File: config.mk
export PLATFORM = sky130hd
export DESIGN_NAME = shapool_result_tx_flat
export DESIGN_NICKNAME = d
export VERILOG_FILES = /design/src/rtl/shapool_result_tx_if.sv /design/src/rtl/shapool_result_tx.sv /design/src/flat_wrapper.sv
export SDC_FILE = /design/constraint.sdc
export NUM_CORES = 1
export LEC_CHECK = 0
export CORE_MARGIN = 1.5
export CORE_UTILIZATION = 45
export DETAILED_ROUTE_END_ITERATION = 10
export GPL_TIMING_DRIVEN = 0
export PLACE_DENSITY_LB_ADDON = 0.05
export SYNTH_ARGS = -nofsm -noshare
export SYNTH_HDL_FRONTEND = slang
export SYNTH_SLANG_ARGS = --single-unit
File: constraint.sdc
create_clock -name clk -period 3.9 [get_ports clk]
set_input_delay 0.585 -clock clk [delete_from_list [all_inputs] [get_ports clk]]
set_output_delay 0.585 -clock clk [all_outputs]
set_load 0.02 [all_outputs]
File: src/rtl/shapool_result_tx_if.sv
// Byte-wide valid/ready link from the result framer to the host-link serializer.
interface shapool_result_tx_if;
  logic [7:0] tx_data;
  logic       tx_valid;
  logic       tx_ready;

  modport master (output tx_data, output tx_valid, input tx_ready);
  modport slave  (input tx_data, input tx_valid, output tx_ready);
endinterface

File: src/rtl/shapool_result_tx.sv
// Captures the shapool winning nonce on a success rising edge and returns it to
// the host as a 7-byte frame: SOF, id, nonce MSB..LSB, XOR checksum.
module shapool_result_tx #(
  parameter logic [7:0] SOF       = 8'hA5,
  parameter int         FRAME_LEN = 7
) (
  input  logic                        clk,
  input  logic                        reset,
  input  logic                        success,
  input  logic [31:0]                 nonce,
  input  logic [7:0]                  nonce_start_MSB,
  input  logic                        clear,
  output logic                        busy,
  output logic                        halt,
  output logic                        dropped,
  shapool_result_tx_if.master         tx
);

  typedef enum logic [1:0] {IDLE, SEND, DONE} state_t;

  localparam logic [2:0] LAST_IDX = 3'(FRAME_LEN - 1);

  state_t      state_q, state_d;
  logic [2:0]  idx_q, idx_d;
  logic [7:0]  id_q;
  logic [31:0] nonce_q;
  logic [7:0]  chk_q;
  logic        success_q;
  logic        dropped_q, dropped_d;
  logic        load;
  logic        rise;
  logic [7:0]  byte_sel;

  assign rise = success && !success_q;

  always_ff @(posedge clk or negedge reset) begin
    if (!reset) begin
      state_q   <= IDLE;
      idx_q     <= 3'd0;
      success_q <= 1'b0;
      dropped_q <= 1'b0;
    end else begin
      state_q   <= state_d;
      idx_q     <= idx_d;
      success_q <= success;
      dropped_q <= dropped_d;
    end
  end

  // Frame payload is frozen at capture so live pool activity cannot corrupt it.
  always_ff @(posedge clk or negedge reset) begin
    if (!reset) begin
      id_q    <= 8'h00;
      nonce_q <= 32'h0;
      chk_q   <= 8'h00;
    end else if (load) begin
      id_q    <= nonce_start_MSB;
      nonce_q <= nonce;
      chk_q   <= nonce_start_MSB ^ nonce[31:24] ^ nonce[23:16] ^ nonce[15:8] ^ nonce[7:0];
    end
  end

  always_comb begin
    state_d     = state_q;
    idx_d       = idx_q;
    dropped_d   = dropped_q;
    load        = 1'b0;
    tx.tx_valid = 1'b0;
    busy        = 1'b0;
    halt        = 1'b0;
    case (state_q)
      IDLE: begin
        if (rise) begin
          load    = 1'b1;
          idx_d   = 3'd0;
          state_d = SEND;
        end
      end
      SEND: begin
        tx.tx_valid = 1'b1;
        busy        = 1'b1;
        halt        = 1'b1;
        if (rise) dropped_d = 1'b1;
        if (tx.tx_ready) begin
          if (idx_q == LAST_IDX) begin
            idx_d   = 3'd0;
            state_d = DONE;
          end else begin
            idx_d = idx_q + 3'd1;
          end
        end
      end
      DONE: begin
        halt = 1'b1;
        if (rise) dropped_d = 1'b1;
        if (clear) state_d = IDLE;
      end
      default: state_d = IDLE;
    endcase
  end

  always_comb begin
    case (idx_q)
      3'd0:    byte_sel = SOF;
      3'd1:    byte_sel = id_q;
      3'd2:    byte_sel = nonce_q[31:24];
      3'd3:    byte_sel = nonce_q[23:16];
      3'd4:    byte_sel = nonce_q[15:8];
      3'd5:    byte_sel = nonce_q[7:0];
      default: byte_sel = chk_q;
    endcase
  end

  assign tx.tx_data = (state_q == SEND) ? byte_sel : 8'h00;
  assign dropped    = dropped_q;

endmodule

File: src/flat_wrapper.sv
// flat-port wrapper written by rule: the top's interface ports become plain ports
module shapool_result_tx_flat 
#(
  parameter logic [7:0] SOF       = 8'hA5,
  parameter int         FRAME_LEN = 7
)
  (clk, reset, success, nonce, nonce_start_MSB, clear, busy, halt, dropped, tx_tx_data, tx_tx_valid, tx_tx_ready);
  shapool_result_tx_if tx_i ();
  input  logic clk;
  input  logic reset;
  input  logic success;
  input  logic [31:0] nonce;
  input  logic [7:0] nonce_start_MSB;
  input  logic clear;
  output logic busy;
  output logic halt;
  output logic dropped;
  output wire logic [$bits(tx_i.tx_data)-1:0] tx_tx_data;
  output wire logic [$bits(tx_i.tx_valid)-1:0] tx_tx_valid;
  input wire logic [$bits(tx_i.tx_ready)-1:0] tx_tx_ready;
  assign tx_tx_data = tx_i.tx_data;
  assign tx_tx_valid = tx_i.tx_valid;
  assign tx_i.tx_ready = tx_tx_ready;
  shapool_result_tx #(.SOF(SOF), .FRAME_LEN(FRAME_LEN)) u_core (.clk(clk), .reset(reset), .success(success), .nonce(nonce), .nonce_start_MSB(nonce_start_MSB), .clear(clear), .busy(busy), .halt(halt), .dropped(dropped), .tx(tx_i));
endmodule
==> results.rst, run 1 <==
.. list-table::
   :header-rows: 1

   * - Metric
     - Value
   * - H-tree lvl count
     - 2
   * - Top FF cell, synth
     - dfrtp_1
   * - Number of violations reported at the end of detailed-routing iteration 0
     - 179
   * - Part of the total power dissipated in sequential elements
     - 40.2%
   * - Setup violations, final
     - 0
   * - Fraction of final layout cells with drive strength greater than 1
     - 24.8%
   * - Fin crit share
     - 93.6%
   * - Share of the synthesized area in the top cell type
     - 47.3%
   * - Detailed-placement wirelength estimate
     - 4550 um
   * - Reg-to-reg critical path startpoint
     - u_core.state_q[1]$_DFFE_PN0P_
   * - CORE AREA
     - 6310 um2
   * - Largest area contributor in the synthesized netlist
     - dfrtp_1
   * - Critical path cell sequence
     - buf_4 -> buf_2 -> and2_1 -> ha_1 -> or3_4 -> buf_6 -> a31oi_1 -> clkdlybuf4s50_1
   * - Vias per cell
     - 5.41
   * - Library cell with the highest instance count after synthesis
     - dfrtp_1
   * - Number of synthesis warnings
     - 0
   * - Share of the yosys chip area belonging to registers
     - 47.3%
   * - Layout Cells excl Fill
     - 384
   * - Post-Synthesis Cells
     - 243
   * - Setup Fix Bufs, Post-CTS
     - 0
   * - Net load switching power
     - 0.000832 W
   * - Final hold slack
     - 0.282 ns
   * - Worst hold-check path type
     - in -> async
   * - Final critical path time including I/O delays and setup
     - 3.65 ns
   * - Achievable clock frequency
     - 274 MHz
   * - Clock buffer count from CTS
     - 5
   * - Seq cells post-synth
     - 55
   * - X dimension of the die
     - 83.5 um
   * - Number of enable flip-flop cells after synthesis
     - 0
   * - Area Growth Syn to Fin
     - 26.4%
   * - Buffers on Ports
     - 56
   * - Post-cts gate resize count
     - 0
   * - Flop-to-flop setup slack
     - 1.87 ns
   * - Wire length of the first global-routing pass
     - 11100 um
   * - Clock Skews
     - 0.00980 ns
   * - Root buffer cell
     - clkbuf_8
   * - Commonest cells post-synth
     - 55 x dfrtp_1, 47 x mux2_2, 24 x xnor2_1
   * - Worst-case headroom to the max-slew limit
     - 44.6%
   * - Number of I/O pins
     - 57
   * - RSZ-0062 raised after global routing
     - false
   * - Leading cell types by total area after synthesis
     - dfrtp_1 47%, mux2_2 18%, xnor2_1 7.2%
   * - Vias post-DR
     - 2077
   * - Antenna-violating nets left
     - 0
   * - Number of nets in the layout
     - 356
   * - Setup Crit Path Kind
     - reg -> out
   * - # placed instances
     - 377
   * - Count of inserted antenna diode cells
     - 0
   * - Initial core utilization
     - 46.1%
   * - Hold Vio Cnt, Final
     - 0
   * - Share of total power consumed by net switching
     - 34.4%
   * - Buffers from clock root to sink, at most
     - 2
   * - Pin count of the biggest net entering global routing
     - 29
   * - Internal power contribution
     - 0.00159 W
   * - Die span in y
     - 83.5 um
   * - Number of antenna violations at the first check in global routing
     - 0
   * - Average routed wire per standard cell
     - 17.5 um
   * - Share of async-settable or async-resettable flops after synthesis
     - 100%
   * - Final wirelength
     - 6700 um
   * - Startpoint class of the critical path
     - flip-flop
   * - Avg Synthesized Cell Area
     - 12.0 um2
   * - Arrival time of data at the critical path endpoint
     - 3.07 ns
   * - Routability cong.
     - 0.773
   * - Cell area power density
     - 657 nW/um2
   * - Delay of the slowest cell on the worst path
     - 0.64 ns
   * - Mapped Area
     - 2910 um2
   * - Vias in the first global route
     - 2110
   * - Router iterations before antenna repair
     - 6
   * - Clk slew on worst S/H paths
     - 0.10 ns
   * - Setup TNS
     - 0 ns
   * - Worst IR Drop VDD
     - 0.000333 V
   * - CP Capture Type
     - output port
   * - Sink Count
     - 55
   * - Part of the power in combinational logic
     - 45.5%
   * - Worst path slowest cell
     - clkdlybuf4s50_1
   * - Die Outline Area
     - 6960 um2
   * - Share of total power in the clock network
     - 14.4%
   * - Number of cells traversed by the worst register-to-register path
     - 6
   * - Number of pins exceeding their max-slew limit in the final report
     - 0
   * - Maximum net fanout on the critical path
     - 10
   * - Filler cells
     - 576
   * - Net count of the mapped netlist
     - 293
   * - CTS tree
     - done
   * - GRT Total Usage
     - 20.6%
   * - Reported max-cap violation count
     - 0
   * - Clock latency on the worst-skew pair
     - 0.31 ns
   * - Endpoint of the most critical register-to-register path
     - u_core.state_q[1]$_DFFE_PN0P_
   * - Leakage power summed over all cells
     - 1.53 nW
   * - Unique masters post-synth
     - 38
   * - Number of rows in the core area
     - 29
   * - Required time of the critical path
     - 3.31 ns
   * - DRC
     - 0
   * - Outcome
     - completed
   * - Global route total overflow
     - 0
   * - Worst Max-Slew Pin Slew
     - 0.824 ns
## power groups by stage
stage	logic [W]	registers, W	clock network, W
after floorplan	0.000777	0.000936	0
after global placement	0.00108	0.000976	0
after detailed placement	0.00110	0.000981	0
after CTS	0.00110	0.000969	0.000360
after global routing	0.00119	0.00100	0.000383
final	0.00110	0.000972	0.000348
## layout by cell type, fill, tap and decap left out, drive strengths merged, types with 2 or more instances in the layout
cell type      Yosys  routed
dfrtp             55      55
o311ai             3       3
mux2i              3       3
xnor2             24      24
a21oi              2       2
nor2               5       5
o211ai             2       2
clkbuf             1       8
xor2               8       8
o21ai             16      16
a22oi              4       4
nor2b              4       4
buf               13      15
nand2b             3       3
o211a              2       2
a21o               2       2
ha                 5       5
a221oi             2       2
clkdlybuf4s50      0      55
mux2              49      49
a222oi             2       2
a31oi              5       5
inv                7       7
nand2             16      16
## layout make-up
| type | instances | area [um2] | share of cell area (%) |
|---|---|---|---|
| plain buffers | 13 | 97.6 | 2.65 |
| clock buffers | 8 | 100 | 2.72 |
| inverters | 7 | 26.3 | 0.714 |
| multi-input cells | 167 | 1410 | 38.3 |
| flip-flops and latches | 55 | 1380 | 37.4 |
| well taps | 77 | 96.3 | 2.62 |
| repair buffers | 57 | 576 | 15.6 |
## cell families (layout without fill, tap and decap cells)
group,after synthesis,in the layout,share of synthesized area [%]
and+or+nand+nor,33,33,5.50
adders and majority gates,5,5,2.15
muxes,52,52,20.2
xor gates and xnor gates,32,32,9.62
AOI/OAI and AO/OA,45,45,10.9
buffers and inverters,21,85,4.38
DFF,55,55,47.3
## metal layers
metal | up-vias | global-route usage [%] | share of wire (%)
met5 | - | 0 | 0
met4 | 0 | 8.20 | 1.6
met3 | 8 | 3.17 | 4.5
met2 | 58 | 32.2 | 46
met1 | 1027 | 29.1 | 48
li1 | 984 | - | -
## what timing repair did
item / in CTS / in global routing
setup endpoints to repair: 0 / 3
endpoints found under the hold margin: 0 / 0
hold buffers: 0 / 0
## worst max-delay path, delay by kind of cell, from the launching register on
| family | cells | cell delay (ns) |
|---|---|---|
| buffers and inverters | 4 | 1.18 |
| AOI/OAI and AO/OA | 1 | 0.18 |
| and+or+nand+nor | 2 | 0.65 |
| DFF | 1 | 0.39 |
| adders and majority gates | 1 | 0.36 |
## how the worst max path moves through the flow
stage,from,end,cells past startpoint
5_1_grt,u_core.idx_q[0]$_DFFE_PN0P_,tx_tx_data[5],9
3_3_place_gp,reset,u_core.nonce_q[18]$_DFFE_PN0P_,1
2_1_floorplan,u_core.idx_q[0]$_DFFE_PN0P_,tx_tx_data[0],8
3_5_place_dp,u_core.idx_q[0]$_DFFE_PN0P_,tx_tx_data[2],10
6_report,u_core.idx_q[0]$_DFFE_PN0P_,tx_tx_data[2],8
4_1_cts,u_core.idx_q[0]$_DFFE_PN0P_,tx_tx_data[5],10
## through the flow
stage               util (%)  power, W  area, um2  setup slack [ns]
global route            58.3   0.00257       3680            0.0924
global placement        56.5   0.00206       3570             0.444
floorplan                  -   0.00171       2910              1.24
CTS                     58.4   0.00243       3680             0.150
detailed placement      56.8   0.00208       3580             0.515
finish                  58.3   0.00242       3680             0.249
## flip-flops by register name, indices dropped and copies added (netlist names)
register and cells:
u_core.state_q 2, u_core.id_q 8, u_core.success_q 1, u_core.nonce_q 32, u_core.dropped 1, u_core.idx_q 3
u_core.chk_q 8
Note: power is estimated with default switching activity, not from simulation.
==> inputs of run 2 (changes only) <==
- SLEW_MARGIN: default -> 30
==> run 2 against run 1 <==
  * Register-to-register slack barely moved
  * Sequential power barely moved
  * Final area hardly changed
  * Critical path depth is the same
  * Clock skew shrank 0.0018 ns
  * Combinational power barely moved
  * Die area unchanged
  * Routed wire length down 1.8%
  * Total power down 0.22%
  * Critical path type unchanged
  * Critical endpoint unchanged
  * Largest power group unchanged
  * Highest routed layer unchanged
==> results.rst, run 2 (synthesized netlist as in run 1, its figures left out) <==
.. list-table::
   :header-rows: 1

   * - Metric
     - Value
   * - Outcome
     - completed
   * - Worst Max-Slew Pin Slew
     - 0.848 ns (+0.0238 ns)
   * - Initial core utilization
     - 46.1% (unchanged)
   * - Leakage power summed over all cells
     - 1.53 nW (about the same)
   * - Clk slew on worst S/H paths
     - 0.10 ns (about the same)
   * - Pre-CTS setup slack
     - 0.528 ns (+0.0126 ns)
   * - Pin count of the biggest net entering global routing
     - 38 (+31%)
   * - Global route total overflow
     - 0 (unchanged)
   * - Area Growth Syn to Fin
     - 26.5% (about the same)
   * - Detailed-placement wirelength estimate
     - 4540 um (-0.27%)
   * - GRT Total Usage
     - 20.2% (-0.45 points)
   * - Worst hold-check path type
     - in -> async
   * - Number of violations reported at the end of detailed-routing iteration 0
     - 204 (+14%)
   * - Buffers from clock root to sink, at most
     - 2 (unchanged)
   * - Setup TNS
     - 0 ns (unchanged)
   * - Router iterations before antenna repair
     - 4 (-2)
   * - Kind of cell adding the most delay to the critical path
     - buffers and inverters
   * - Reported max-cap violation count
     - 0 (unchanged)
   * - Critical path cell sequence
     - buf_4 -> buf_2 -> and2_1 -> ha_1 -> or3_4 -> buf_6 -> a31oi_1 -> clkdlybuf4s50_1
   * - DRC
     - 0 (unchanged)
   * - Number of antenna violations at the first check in global routing
     - 0 (unchanged)
   * - Worst path slowest cell
     - clkdlybuf4s50_1
   * - Capturing element of the worst setup path
     - tx_tx_data[2]
   * - Setup Crit Path Kind
     - reg -> out
   * - Vias in the first global route
     - 2071 (-1.8%)
   * - Sink Count
     - 55 (unchanged)
   * - Delay of the slowest cell on the worst path
     - 0.64 ns (about the same)
   * - Number of rows in the core area
     - 29 (unchanged)
   * - Timing startpoint of the critical path
     - u_core.idx_q[0]$_DFFE_PN0P_
   * - Startpoint class of the critical path
     - flip-flop
   * - Final wirelength
     - 6580 um (-1.8%)
   * - Reg with most FFs
     - u_core.nonce_q
   * - X dimension of the die
     - 83.5 um (unchanged)
   * - H-tree lvl count
     - 2 (unchanged)
   * - CTS tree
     - done
   * - Arrival time of data at the critical path endpoint
     - 3.06 ns (about the same)
   * - Vias post-DR
     - 2063 (-0.67%)
   * - Count of inserted antenna diode cells
     - 0 (unchanged)
   * - Achievable clock frequency
     - 274 MHz (+0.10%)
   * - Routability cong.
     - 0.773 (unchanged)
   * - Endpoint of the most critical register-to-register path
     - u_core.state_q[1]$_DFFE_PN0P_
   * - Required time of the critical path
     - 3.31 ns (about the same)
   * - Cell area power density
     - 656 nW/um2 (-0.29%)
   * - RSZ-0062 raised after global routing
     - false
   * - Die span in y
     - 83.5 um (unchanged)
   * - Largest register FFs
     - 32 (unchanged)
   * - Maximum net fanout on the critical path
     - 10 (unchanged)
   * - Registers with the most flip-flops
     - u_core.nonce_q (32), u_core.chk_q (8), u_core.id_q (8)
   * - Worst IR Drop VDD
     - 0.000348 V (+4.6%)
   * - Flop-to-flop setup slack
     - 1.88 ns (about the same)
   * - Clock buffer count from CTS
     - 5 (unchanged)
   * - Die Outline Area
     - 6960 um2 (unchanged)
   * - Critical path buffers and inverters
     - 4 (unchanged)
   * - Fin crit share
     - 93.5% (-0.095 points)
   * - Fraction of final layout cells with drive strength greater than 1
     - 24.8% (unchanged)
   * - Setup Fix Bufs, Post-CTS
     - 0 (unchanged)
   * - Number of nets in the layout
     - 356 (unchanged)
   * - Hold Vio Cnt, Final
     - 0 (unchanged)
   * - Vias per cell
     - 5.37 (-0.67%)
   * - Number of I/O pins
     - 57 (unchanged)
   * - Root buffer cell
     - clkbuf_8
   * - CP Capture Type
     - output port
   * - Antenna-violating nets left
     - 0 (unchanged)
   * - Worst path depth
     - 8 (unchanged)
   * - Worst-case headroom to the max-slew limit
     - 43.0% (-1.6 points)
   * - Reg-to-reg critical path startpoint
     - u_core.state_q[1]$_DFFE_PN0P_
   * - Final critical path time including I/O delays and setup
     - 3.65 ns (-0.00372 ns)
   * - Post-route worst setup slack
     - 0.252 ns (+0.00372 ns)
   * - Setup violations, final
     - 0 (unchanged)
   * - Wire length of the first global-routing pass
     - 11000 um (-0.87%)
   * - Average routed wire per standard cell
     - 17.1 um (-1.8%)
   * - CORE AREA
     - 6310 um2 (unchanged)
   * - Buffers on Ports
     - 56 (unchanged)
   * - Clock Skews
     - 0.00803 ns (-0.00177 ns)
   * - Clock latency on the worst-skew pair
     - 0.31 ns (about the same)
   * - Number of pins exceeding their max-slew limit in the final report
     - 0 (unchanged)
   * - Number of cells traversed by the worst register-to-register path
     - 6 (unchanged)
   * - Most frequent cells in the layout
     - 55 x clkdlybuf4s50_1, 55 x dfrtp_1, 47 x mux2_2
==> run 2: worst min-delay path by stage <==
stage	from	endpoint	slack [ns]	cells after the start
5_1_grt	reset	u_core.nonce_q[7]$_DFFE_PN0P_	0.14	1
3_3_place_gp	u_core.dropped$_DFFE_PN0P_	u_core.dropped$_DFFE_PN0P_	0.44	1
2_1_floorplan	reset	u_core.chk_q[0]$_DFFE_PN0P_	0.29	0
6_report	reset	u_core.nonce_q[7]$_DFFE_PN0P_	0.14	1
3_5_place_dp	u_core.dropped$_DFFE_PN0P_	u_core.dropped$_DFFE_PN0P_	0.45	1
4_1_cts	reset	u_core.nonce_q[7]$_DFFE_PN0P_	0.14	1
==> run 2: what timing repair did <==
item,CTS,global route
endpoints found under the setup margin,0,3
hold buffers,0,0
gates resized for setup,0,0
hold endpoints to repair,0,0
==> run 2: area by class of cell <==
| type | count | area, um2 |
|---|---|---|
| fillers | 578 | 2630 |
| multi-input cells | 167 | 1410 |
| flip-flops and latches | 55 | 1380 |
| repair buffers | 57 | 578 |
| clock buffers | 8 | 100 |
| plain buffers | 13 | 97.6 |
| well taps | 77 | 96.3 |
| inverters | 7 | 26.3 |
==> run 2: power by group <==
| group | leakage [nW] | internal [W] | switching [W] | total (W) |
|---|---|---|---|---|
| registers | 0.661 | 0.000838 | 0.000133 | 0.000972 |
| logic | 0.814 | 0.000587 | 0.000507 | 0.00109 |
| clock network | 0.0515 | 0.000163 | 0.000187 | 0.000350 |
==> run 2: per-stage QoR <==
stage / instances / area (um2) / hold WS [ns] / total power (W) / utilization (%)
global placement: 376 / 3570 / 0.438 / 0.00206 / 56.5
detailed placement: 377 / 3590 / 0.452 / 0.00208 / 56.8
floorplan: 243 / 2910 / 0.289 / 0.00171 / -
finish: 384 / 3680 / 0.137 / 0.00241 / 58.3
global route: 384 / 3680 / 0.138 / 0.00257 / 58.3
CTS: 385 / 3690 / 0.139 / 0.00243 / 58.4
==> run 2: routing by layer <==
layer / vias up / wire length [um] / GRT usage (%)
li1: 988 / - / -
met1: 1018 / 3190 / 29.0
met2: 50 / 3020 / 31.9
met3: 7 / 302 / 3.46
met4: 0 / 68 / 5.37
met5: - / 0 / 0
==> inputs of run 3 (changes only) <==
- CTS_BUF_LIST: default -> sky130_fd_sc_hd__clkbuf_8 sky130_fd_sc_hd__clkbuf_16
==> run 3 against run 2 <==
  * Non-clock buffer count unchanged
  * Routed wire length about the same
  * Sequential share of layout area did not move
  * Final cell count did not move
  * Core utilization did not move
  * Sequential cell count stayed put
  * Via count is essentially flat
  * Combinational power hardly changed
  * Register-to-register slack barely moved
  * Clock power about the same
  * Maximum frequency increased by 0.41%
  * Final area is the same
==> results.rst, run 3 (synthesized netlist as in run 1, its figures left out) <==
.. list-table::
   :header-rows: 1

   * - Metric
     - Value
   * - Setup TNS
     - 0 ns (unchanged)
   * - Root buffer cell
     - clkbuf_8
   * - Setup violations, final
     - 0 (unchanged)
   * - Vias in the first global route
     - 2071 (unchanged)
   * - # placed instances
     - 377 (unchanged)
   * - Routability cong.
     - 0.773 (unchanged)
   * - Worst Max-Slew Pin Slew
     - 0.818 ns (-0.0305 ns)
   * - RSZ-0062 raised after global routing
     - false
   * - Setup Crit Path Kind
     - reg -> out
   * - Number of antenna violations at the first check in global routing
     - 0 (unchanged)
   * - Endpoint of the most critical register-to-register path
     - u_core.state_q[1]$_DFFE_PN0P_
   * - GRT Total Usage
     - 20.2% (unchanged)
   * - Final wirelength
     - 6580 um (about the same)
   * - Vias per cell
     - 5.38 (about the same)
   * - Flop-to-flop setup slack
     - 1.88 ns (about the same)
   * - Die span in y
     - 83.5 um (unchanged)
   * - Area Growth Syn to Fin
     - 26.5% (unchanged)
   * - Clock buffer count from CTS
     - 5 (unchanged)
   * - Worst path depth
     - 8 (unchanged)
   * - Wire length of the first global-routing pass
     - 11000 um (unchanged)
   * - Count of hold-fix buffers inserted at cts
     - 0 (unchanged)
   * - Fin crit share
     - 93.2% (-0.38 points)
   * - Cell area power density
     - 655 nW/um2 (about the same)
   * - Outcome
     - completed
   * - Initial core utilization
     - 46.1% (unchanged)
   * - Critical path buffers and inverters
     - 4 (unchanged)
   * - Critical path cell sequence
     - buf_4 -> buf_2 -> and2_1 -> ha_1 -> or3_4 -> buf_6 -> a31oi_1 -> clkdlybuf4s50_1
   * - Largest register FFs
     - 32 (unchanged)
   * - Pre-CTS setup slack
     - 0.528 ns (unchanged)
   * - CTS tree
     - done
   * - Vias post-DR
     - 2064 (+0.048%)
   * - Number of cells traversed by the worst register-to-register path
     - 6 (unchanged)
   * - Leakage power summed over all cells
     - 1.53 nW (+0.27%)
   * - Arrival time of data at the critical path endpoint
     - 3.05 ns (about the same)
   * - Number of violations reported at the end of detailed-routing iteration 0
     - 204 (unchanged)
   * - Fraction of final layout cells with drive strength greater than 1
     - 24.8% (unchanged)
   * - Achievable clock frequency
     - 275 MHz (+0.41%)
   * - H-tree lvl count
     - 2 (unchanged)
   * - Post-route worst setup slack
     - 0.267 ns (+0.0148 ns)
   * - Number of rows in the core area
     - 29 (unchanged)
   * - CORE AREA
     - 6310 um2 (unchanged)
   * - Average routed wire per standard cell
     - 17.1 um (about the same)
   * - Maximum net fanout on the critical path
     - 10 (unchanged)
   * - Final critical path time including I/O delays and setup
     - 3.63 ns (-0.0148 ns)
   * - Kind of cell adding the most delay to the critical path
     - buffers and inverters
   * - Instance area after placement
     - 3590 um2 (unchanged)
   * - Worst-case headroom to the max-slew limit
     - 45.1% (+2.1 points)
   * - Required time of the critical path
     - 3.31 ns (about the same)
   * - Registers with the most flip-flops
     - u_core.nonce_q (32), u_core.chk_q (8), u_core.id_q (8)
   * - Count of inserted antenna diode cells
     - 0 (unchanged)
   * - Worst hold-check path type
     - in -> async
   * - Number of nets in the layout
     - 356 (unchanged)
   * - Global route total overflow
     - 0 (unchanged)
   * - X dimension of the die
     - 83.5 um (unchanged)
   * - Worst IR Drop VDD
     - 0.000348 V (about the same)
   * - Delay of the slowest cell on the worst path
     - 0.64 ns (about the same)
   * - Layout Cells excl Fill
     - 384 (unchanged)
   * - Post-cts gate resize count
     - 0 (unchanged)
   * - Buffers on Ports
     - 56 (unchanged)
   * - Antenna-violating nets left
     - 0 (unchanged)
   * - Router iterations before antenna repair
     - 5 (+1)
   * - DRC
     - 0 (unchanged)
   * - Reg with most FFs
     - u_core.nonce_q
   * - Worst path slowest cell
     - clkdlybuf4s50_1
   * - Setup Fix Bufs, Post-CTS
     - 0 (unchanged)
   * - Clock Skews
     - 0.00846 ns (+0.000427 ns)
   * - Final design instance area without fill
     - 3680 um2 (unchanged)
   * - Die Outline Area
     - 6960 um2 (unchanged)
   * - Sink Count
     - 55 (unchanged)
   * - Detailed-placement wirelength estimate
     - 4540 um (unchanged)
   * - Number of pins exceeding their max-slew limit in the final report
     - 0 (unchanged)
   * - Pin count of the biggest net entering global routing
     - 38 (unchanged)
   * - Clock latency on the worst-skew pair
     - 0.31 ns (about the same)
   * - Most frequent cells in the layout
     - 55 x clkdlybuf4s50_1, 55 x dfrtp_1, 47 x mux2_2
   * - Startpoint class of the critical path
     - flip-flop
   * - Reported max-cap violation count
     - 0 (unchanged)
   * - Buffers from clock root to sink, at most
     - 2 (unchanged)
   * - Hold Vio Cnt, Final
     - 0 (unchanged)
   * - Number of I/O pins
     - 57 (unchanged)
   * - Reg-to-reg critical path startpoint
     - u_core.state_q[1]$_DFFE_PN0P_
   * - Filler cells
     - 578 (unchanged)
   * - CP Capture Type
     - output port
   * - Clk slew on worst S/H paths
     - 0.10 ns (about the same)
-- run 3: cell types whose count changed in the layout (fill, tap and decap cells not counted), sizes merged --
cell	previous run	this run
inv	7	8
clkbuf	8	7
-- run 3: layout make-up --
type,instances,area [um2],area share (%)
flip-flops and latches,55,1380,37.4
clock inverters,1,3.75,0.102
repair buffers,57,578,15.7
multi-input cells,167,1410,38.2
well taps,77,96.3,2.62
clock buffers,7,96.3,2.62
inverters,7,26.3,0.713
plain buffers,13,97.6,2.65
-- run 3: report_power, final --
part | internal [W] | total, W | switching (W)
combinational | 0.000587 | 0.00109 | 0.000506
clock | 0.000160 | 0.000348 | 0.000188
sequential | 0.000838 | 0.000972 | 0.000133
-- run 3: stage by stage --
step | utilization [%] | hold slack (ns) | power, W
global placement | 56.5 | 0.438 | 0.00206
global route | 58.3 | 0.138 | 0.00257
floorplan | - | 0.289 | 0.00171
finish | 58.3 | 0.137 | 0.00241
detailed placement | 56.8 | 0.452 | 0.00208
CTS | 58.4 | 0.138 | 0.00243
-- run 3: routing by layer --
layer  global-route usage, %  up-vias  wire length [um]  share of wire [%]
met3                    3.46        7               334                5.1
met4                    5.37        0                68                1.0
li1                        -      989                 -                  -
met1                    29.0     1015              3170                 48
met5                       0        -                 0                  0
met2                    31.9       53              3010                 46
-- run 3: worst max-delay path by stage --
stage	start	end	slack (ns)
3_5_place_dp	u_core.idx_q[0]$_DFFE_PN0P_	tx_tx_data[2]	0.53
3_3_place_gp	reset	u_core.nonce_q[18]$_DFFE_PN0P_	0.44
6_report	u_core.idx_q[0]$_DFFE_PN0P_	tx_tx_data[2]	0.27
4_1_cts	u_core.idx_q[0]$_DFFE_PN0P_	tx_tx_data[5]	0.16
5_1_grt	u_core.idx_q[0]$_DFFE_PN0P_	tx_tx_data[5]	0.1
2_1_floorplan	u_core.idx_q[0]$_DFFE_PN0P_	tx_tx_data[0]	1.24
